==> src/rtl/wrr_grant_scheduler.sv <==
// ============================================================================
// Module   : wrr_grant_scheduler
// Purpose  : Weighted round-robin scheduler granting multi-beat ownership of a
//            shared downstream resource to one of NUM_REQ requesters.
// Revision : 1.0 - initial release
// ============================================================================
`default_nettype none

module wrr_grant_scheduler #(
    parameter int NUM_REQ = 3,
    parameter int WW      = 4,
    parameter int ID_W    = 2
) (
    input  logic                  clk,
    input  logic                  rstN,
    input  logic [NUM_REQ-1:0]    req_in,
    input  logic [NUM_REQ-1:0]    last_in,
    input  logic [NUM_REQ*WW-1:0] weight_in,
    input  logic                  beat_done,
    output logic [NUM_REQ-1:0]    grant_out,
    output logic                  grant_valid,
    output logic [ID_W-1:0]       grant_id,
    output logic [WW-1:0]         beat_cnt
);

    typedef enum logic [0:0] {
        S_IDLE  = 1'b0,
        S_GRANT = 1'b1
    } state_t;

    state_t               r_state, w_state_nxt;
    logic [ID_W-1:0]      r_ptr, w_ptr_nxt;
    logic [ID_W-1:0]      r_grant_id, w_grant_id_nxt;
    logic [NUM_REQ-1:0]   r_grant, w_grant_nxt;
    logic                 r_grant_valid;
    logic [WW-1:0]        r_beat_cnt, w_beat_cnt_nxt;
    logic [WW-1:0]        r_wlim, w_wlim_nxt;

    logic [WW-1:0]        w_weight [NUM_REQ];
    logic [ID_W-1:0]      w_ptr_rot;
    logic [ID_W-1:0]      w_arb_start;
    logic [NUM_REQ-1:0]   w_arb_req;
    logic                 w_arb_found;
    logic [ID_W-1:0]      w_arb_idx;
    logic [NUM_REQ-1:0]   w_win_oh;
    logic [WW-1:0]        w_win_weight;
    logic [WW-1:0]        w_win_wlim;
    logic                 w_term;

    generate
        for (genvar gi = 0; gi < NUM_REQ; gi++) begin : g_weight
            assign w_weight[gi] = weight_in[gi*WW +: WW];
        end
    endgenerate

    assign w_ptr_rot = (r_grant_id == ID_W'(NUM_REQ - 1)) ? '0 : r_grant_id + ID_W'(1);

    // While granted, the search starts after the owner and excludes it, so a
    // lone persistent requester falls back to IDLE for one cycle.
    assign w_arb_start = (r_state == S_GRANT) ? w_ptr_rot : r_ptr;
    assign w_arb_req   = (r_state == S_GRANT) ? (req_in & ~r_grant) : req_in;

    always_comb begin
        w_arb_found = 1'b0;
        w_arb_idx   = '0;
        for (int i = 0; i < NUM_REQ; i++) begin
            int j;
            j = int'(w_arb_start) + i;
            if (j >= NUM_REQ) j = j - NUM_REQ;
            if (!w_arb_found && w_arb_req[ID_W'(j)]) begin
                w_arb_found = 1'b1;
                w_arb_idx   = ID_W'(j);
            end
        end
    end

    assign w_win_oh     = NUM_REQ'(1) << w_arb_idx;
    assign w_win_weight = w_weight[w_arb_idx];
    assign w_win_wlim   = (w_win_weight == '0) ? WW'(1) : w_win_weight;

    assign w_term = (r_state == S_GRANT) &&
                    (!req_in[r_grant_id] ||
                     (beat_done && (last_in[r_grant_id] || (r_beat_cnt == r_wlim - WW'(1)))));

    always_comb begin
        w_state_nxt    = r_state;
        w_ptr_nxt      = r_ptr;
        w_grant_nxt    = r_grant;
        w_grant_id_nxt = r_grant_id;
        w_beat_cnt_nxt = r_beat_cnt;
        w_wlim_nxt     = r_wlim;
        case (r_state)
            S_IDLE: begin
                if (w_arb_found) begin
                    w_state_nxt    = S_GRANT;
                    w_grant_nxt    = w_win_oh;
                    w_grant_id_nxt = w_arb_idx;
                    w_beat_cnt_nxt = '0;
                    w_wlim_nxt     = w_win_wlim;
                end
            end
            S_GRANT: begin
                if (w_term) begin
                    w_ptr_nxt      = w_ptr_rot;
                    w_beat_cnt_nxt = '0;
                    if (w_arb_found) begin
                        w_grant_nxt    = w_win_oh;
                        w_grant_id_nxt = w_arb_idx;
                        w_wlim_nxt     = w_win_wlim;
                    end else begin
                        w_state_nxt    = S_IDLE;
                        w_grant_nxt    = '0;
                        w_grant_id_nxt = '0;
                    end
                end else if (beat_done) begin
                    w_beat_cnt_nxt = r_beat_cnt + WW'(1);
                end
            end
            default: begin
                w_state_nxt    = S_IDLE;
                w_grant_nxt    = '0;
                w_grant_id_nxt = '0;
                w_beat_cnt_nxt = '0;
            end
        endcase
    end

    always_ff @(posedge clk or negedge rstN) begin
        if (!rstN) begin
            r_state       <= S_IDLE;
            r_ptr         <= '0;
            r_grant       <= '0;
            r_grant_valid <= 1'b0;
            r_grant_id    <= '0;
            r_beat_cnt    <= '0;
            r_wlim        <= '0;
        end else begin
            r_state       <= w_state_nxt;
            r_ptr         <= w_ptr_nxt;
            r_grant       <= w_grant_nxt;
            r_grant_valid <= |w_grant_nxt;
            r_grant_id    <= w_grant_id_nxt;
            r_beat_cnt    <= w_beat_cnt_nxt;
            r_wlim        <= w_wlim_nxt;
        end
    end

    assign grant_out   = r_grant;
    assign grant_valid = r_grant_valid;
    assign grant_id    = r_grant_id;
    assign beat_cnt    = r_beat_cnt;

endmodule

`default_nettype wire
==> config.mk <==
export PLATFORM = sky130hd
export DESIGN_NAME = wrr_grant_scheduler
export DESIGN_NICKNAME = d
export VERILOG_FILES = /design/src/rtl/wrr_grant_scheduler.sv
export SDC_FILE = /design/constraint.sdc
export NUM_CORES = 1
export LEC_CHECK = 0
export CAP_MARGIN = 25
export CORE_ASPECT_RATIO = 1.25
export CORE_MARGIN = 4
export CORE_UTILIZATION = 53
export CTS_CLUSTER_DIAMETER = 100
export DETAILED_ROUTE_END_ITERATION = 6
export PLACE_DENSITY_LB_ADDON = 0.15
export SLEW_MARGIN = 20
export SYNTH_ARGS = -nofsm -noshare
export SYNTH_HDL_FRONTEND = slang
export SYNTH_SLANG_ARGS = --single-unit
==> constraint.sdc <==
create_clock -name clk -period 4.9 [get_ports clk]
set_input_delay 0.98 -clock clk [delete_from_list [all_inputs] [get_ports clk]]
set_output_delay 0.98 -clock clk [all_outputs]
set_load 0.01 [all_outputs]
==> results_dict.tcl, run 1 <==
set metrics [dict create \
    nNetsFinal 199 \
    vias 1201 \
    overflow 0 \
    cp.required_ns 5.08 \
    hold_ws_ns 0.552 \
    synth.area.top_cells "dfrtp_1 (32%), o21ai_0 (3.8%), mux2_2 (3.4%)" \
    avgViaCountPerCell 5.86 \
    syn_avg_cell_area_um2 9.00 \
    powerDensity_nw_per_um2 674 \
    min_from "r_wlim[3]$_DFFE_PN0P_" \
    cts_buffers 3 \
    crit_path_end_kind "flip-flop" \
    finalCritPeriodShare 0.769 \
    cts.sinks 17 \
    worst_pin_slew_ns 0.756 \
    yosysTopAreaCell "dfrtp_1" \
    rsz0062_at_grt "false" \
    r2r_slack_ns 1.35 \
    critPathMaxFanout 6 \
    drv_slew 0 \
    peakVddDrop_mv 0.413 \
    drc 0 \
    async_flop_share 1.00 \
    drt-initial-drc-count 29 \
    drt-total-wl_um 3240 \
    cts.path.max_buffers 2 \
    htreeDepth 1 \
    outcome "complete, no violations" \
    root_buffer "clkbuf_4" \
    grt_pass1_vias 1216 \
    drv_cap 0 \
    crit_arrival_ns 3.95 \
    track_usage 0.207 \
    crit_start "req_in[1]" \
    start_util 0.576 \
    critical_path_class "input pin to flip-flop" \
    cts_resized 0 \
    fin_crit_ns 3.77 \
    antenna_found_initial 0 \
    synthFlopType "dfrtp_1" \
    cts_hold_repair.buffers 0 \
    place_ws_ns 0.870 \
    ys_warn_count 0 \
    ios 31 \
    routedWlPerCell_um 15.8 \
    grt_max_degree 18 \
    clk_latency_ns 0.30 \
    die_area_um2 3340 \
    fin_skew_ns 0.0115 \
    clkSlewWorstSetupHoldPaths_ns 0.10 \
    multi_input_area_um2 827 \
    core_area_um2 2280 \
    synth_edf_count 0 \
    seq_area_frac_synth 0.324 \
    cts_tree "done" \
    fillCellCount 193 \
    cts_setup_buffers 0 \
    reg2reg_to "r_wlim[0]$_DFFE_PN0P_" \
    synth_top_area_frac 0.324 \
    min_delay_path_depth 1 \
    final_antenna_net_count 0 \
    fin_setup_tns_ns 0 \
    setup_violations 0 \
    hold_viol 0 \
    timing.final.ws_setup_ns 1.13 \
    syn_nets 170 \
    hold-path-endpoint "r_wlim[3]$_DFFE_PN0P_" \
    drive_gt1_frac 0.132 \
    relSlewSlack 0.494 \
    portBuffers 30 \
    total_power_mw 1.11 \
    dp_hpwl_um 2610 \
    fmax_mhz 265 \
    ys_ff_latch 17 \
    synth_area_um2 1310 \
    drt_first_pass_iters 4 \
    synth_cell_type_count 49 \
    row_count 19 \
    hold_path.class "flip-flop to flip-flop" \
    die_x_um 52.5 \
    grt_pass1_wl_um 5400 \
    synthCells 146 \
    startpoint_type "input pin" \
    syn_to_final_growth_pct 25.1 \
    leakage_nw 0.716 \
    r2r-start "grant_id[0]$_DFFE_PN0P_" \
    seq_area_um2 425 \
    r2r_cells 12 \
    place_congestion 0.922 \
    die_h_um 63.7 \
    n_antenna_cell 0 \
]
[cell usage after synthesis (4+ instances only)]
| cell type | number |
|---|---|
| nor2_1 | 8 |
| nand2_1 | 12 |
| xor2_1 | 4 |
| a21o_1 | 4 |
| o21ai_0 | 10 |
| inv_1 | 6 |
| xnor2_1 | 4 |
| nor3_1 | 5 |
| nand3_1 | 8 |
| mux2_2 | 4 |
| dfrtp_1 | 17 |
[registers in the layout (all words and copies together) (netlist names)]
signal       count
r_state          1
r_ptr            2
grant_id         2
beat_cnt         4
grant_valid      1
grant_out        3
r_wlim           4
[through the flow]
| step | utilization | instances | cell area (um^2) |
|---|---|---|---|
| detailed placement | 0.707 | 201 | 1610 |
| finish | 0.720 | 205 | 1640 |
| global route | 0.720 | 205 | 1640 |
| global placement | 0.707 | 201 | 1610 |
| CTS | 0.720 | 205 | 1640 |
| floorplan | - | 146 | 1310 |
[cells in the final DEF, fill, tap and decap left out, drive strengths merged, types with 4 or more instances in the layout]
| cell type | instances |
|---|---|
| nand2 | 12 |
| dfrtp | 17 |
| o21ai | 10 |
| nor2 | 9 |
| nor3 | 5 |
| a21o | 5 |
| nand3 | 8 |
| mux2 | 6 |
| inv | 6 |
| xor2 | 4 |
| xnor2 | 4 |
| clkdlybuf4s50 | 30 |
[worst max-delay path by stage]
| stage | to | slack, ns | cells past startpoint |
|---|---|---|---|
| floorplan | r_wlim[0]$_DFFE_PN0P_ | 1.62 | 8 |
| finish | r_wlim[0]$_DFFE_PN0P_ | 1.13 | 9 |
| detailed placement | r_wlim[0]$_DFFE_PN0P_ | 0.87 | 9 |
| global placement | r_wlim[0]$_DFFE_PN0P_ | 0.99 | 9 |
| global route | r_wlim[0]$_DFFE_PN0P_ | 1.02 | 9 |
| CTS | r_wlim[0]$_DFFE_PN0P_ | 1.17 | 9 |
[area by class of cell]
| cell class | instances | area share |
|---|---|---|
| tap | 31 | 0.0236 |
| clock inverter | 1 | 0.00457 |
| timing repair buffer | 30 | 0.183 |
| sequential | 17 | 0.259 |
| clock buffer | 3 | 0.0137 |
| multi-input combinational | 117 | 0.503 |
| inverter | 6 | 0.0137 |
[critical path: stages]
cell             delay [ns]
clkdlybuf4s50_1        0.48
a21boi_0               0.54
o21ai_0                0.19
o311a_2                0.19
o21ai_0                0.47
and3_4                 0.30
mux2_4                 0.30
mux2_4                 0.26
o31a_1                 0.25
[cell families (layout without fill, tap and decap cells)]
kind of cell	Yosys count	count (layout)	synth area share
AND/OR/NAND/NOR	57	57	0.245
AO/OA/AOI/OAI	40	40	0.223
flip-flops	17	17	0.324
buffers and inverters	12	40	0.0467
multiplexers	9	9	0.0800
XOR/XNOR	8	8	0.0533
adder cells (fa/ha/maj)	3	3	0.0286
[where the power goes]
group,total [mW],switching (mW),internal (mW)
Combinational,0.755,0.381,0.374
Sequential,0.275,0.0765,0.199
Clock,0.0789,0.0478,0.0311
Total,1.11,0.505,0.604
[layer usage]
| metal | track usage | share of wire | vias to the layer above |
|---|---|---|---|
| li1 | - | - | 599 |
| met1 | 0.241 | 0.42 | 562 |
| met2 | 0.380 | 0.52 | 36 |
| met3 | 0.0354 | 0.052 | 4 |
| met4 | 0.0447 | 0.0059 | 0 |
| met5 | 0 | 0 | - |
Power figures use the tool's default switching activity.
==> run 2, diff against run 1 <==
Settings changed: CORE_UTILIZATION 53 to 45.
Clock period 4.9 ns to 3.2 ns, I/O delays scaled along.
==> run 2 against run 1 <==
Global-route usage decreased by 2.9 points. Critical endpoint unchanged. First-iteration DRC count increased by 21%. Hold slack got worse by 0.017 ns. Wire length increased by 0.40%. Critical path type is now flip-flop to flip-flop. Clock power increased by 44%. Non-clock buffer count increased by 21.
==> results_dict.tcl, run 2 (synthesis results as in run 1) <==
set metrics [dict create \
    outcome "complete, no violations" \
    critPathMaxFanout 3 \
    nNetsFinal 220 \
    final_cell_mix "clkdlybuf4s50_1 (30), buf_4 (21), dfrtp_1 (15)" \
    syn_to_final_growth_pct 38.0 \
    crit_arrival_ns 3.31 \
    drv_slew 0 \
    critical_path_class "flip-flop to flip-flop" \
    slowest_delay_ns 0.49 \
    relSlewSlack 0.498 \
    fillCellCount 234 \
    cts_tree "done" \
    dpl_cell_area_um2 1770 \
    place_ws_ns -0.209 \
    final_common_cell "clkdlybuf4s50_1" \
    core_area_um2 2730 \
    design_area_um2 1810 \
    die_area_um2 3850 \
    multi_input_area_um2 836 \
    cts_hold_repair.buffers 0 \
    row_count 21 \
    clk_latency_ns 0.29 \
    grt_pass1_vias 1302 \
    drt_first_pass_iters 4 \
    portBuffers 30 \
    cp.required_ns 3.37 \
    dp_hpwl_um 2620 \
    track_usage 0.178 \
    cp.buffers_inverters 1 \
    grt_max_degree 18 \
    fin_crit_ns 3.13 \
    critPathSlowestCell "or4b_4" \
    worst_pin_slew_ns 0.751 \
    cts_buffers 3 \
    start_util 0.481 \
    setup_violations 0 \
    crit_path_end_kind "flip-flop" \
    vias 1292 \
    fin_skew_ns 0.00966 \
    finalCritPeriodShare 0.979 \
    leakage_nw 0.815 \
    powerDensity_nw_per_um2 1060 \
    peakVddDrop_mv 0.726 \
    final_antenna_net_count 0 \
    internal_power_mw 1.11 \
    drive_gt1_frac 0.241 \
    htreeDepth 1 \
    place_congestion 0.911 \
    overflow 0 \
    startpoint_type "flip-flop" \
    drv_cap 0 \
    clkSlewWorstSetupHoldPaths_ns 0.10 \
    cpMostUsedCell "mux2_4" \
    drt-initial-drc-count 35 \
    routedWlPerCell_um 14.2 \
    cts.sinks 17 \
    die_x_um 56.3 \
    root_buffer "clkbuf_4" \
    cts.path.max_buffers 2 \
    hold_path.class "flip-flop to flip-flop" \
    timing.final.ws_setup_ns 0.0677 \
    drt-total-wl_um 3250 \
    antenna_found_initial 0 \
    fmax_mhz 319 \
    switchingPower_mw 0.806 \
    swShare 0.421 \
    seq_area_um2 428 \
    die_h_um 68.4 \
    grt_pass1_wl_um 5530 \
    p_seq_frac 0.208 \
    comb_power_share 0.732 \
    fin_setup_tns_ns 0 \
    hold_viol 0 \
    ios 31 \
    drc 0 \
    worstPathCellList "buf_4, nor3b_4, nor2_2, ha_1, o311a_1, or4b_4, and3_4, mux2_4, mux2_4, o31a_1" \
    p_clk_frac 0.059 \
    n_antenna_cell 0 \
    critPathTopFamily "simple AND/OR/NAND/NOR gates" \
    avgViaCountPerCell 5.64 \
]
## run 2: worst paths after layout
| check | depth (start not counted) | from | slack (ns) | to |
|---|---|---|---|---|
| max | 10 | grant_id[0]$_DFFE_PN0P_ | 0.07 | r_wlim[0]$_DFFE_PN0P_ |
| min | 1 | r_wlim[3]$_DFFE_PN0P_ | 0.54 | r_wlim[3]$_DFFE_PN0P_ |
| max reg2reg | 10 | grant_id[0]$_DFFE_PN0P_ | 0.07 | r_wlim[0]$_DFFE_PN0P_ |
| min reg2reg | 1 | r_wlim[3]$_DFFE_PN0P_ | 0.54 | r_wlim[3]$_DFFE_PN0P_ |
| max in group asynchronous | 1 | rstN | 1.89 | r_state$_DFF_PN0_ |
| min in group asynchronous | 1 | rstN | 0.78 | grant_out[0]$_DFF_PN0_ |
## run 2: layout make-up
class,count,share of cell area
clock buffer,4,0.0145
inverter,6,0.0124
multi-input combinational,117,0.461
sequential,17,0.236
tap,34,0.0235
timing repair buffer,51,0.253
## run 2: power groups by stage
stage               logic, mW  registers [mW]  clock network [mW]
floorplan               0.914           0.388                   0
global placement         1.33           0.399                   0
detailed placement       1.37           0.403                   0
CTS                      1.38           0.399               0.115
global route             1.55           0.409               0.126
finish                   1.40           0.398               0.114
## run 2: metrics by stage
step | total power [mW] | instances | util | hold slack [ns]
detailed placement | 1.77 | 224 | 0.647 | 0.519
CTS | 1.89 | 228 | 0.657 | 0.540
global placement | 1.73 | 224 | 0.647 | 0.515
floorplan | 1.30 | 146 | - | 0.344
global route | 2.09 | 229 | 0.663 | 0.566
finish | 1.91 | 229 | 0.663 | 0.535
## run 2: repair_timing
action,in CTS,in global routing
setup buffers,0,1
endpoints found under the setup margin,0,2
endpoints found under the hold margin,0,0
gates resized for setup,0,5
## run 2: metal layers
layer	wire length [um]	part of all wire	global-route usage
met5	0	0	0
met4	51	0.016	0.0653
met2	1640	0.51	0.341
met1	1400	0.43	0.195
met3	158	0.049	0.0358
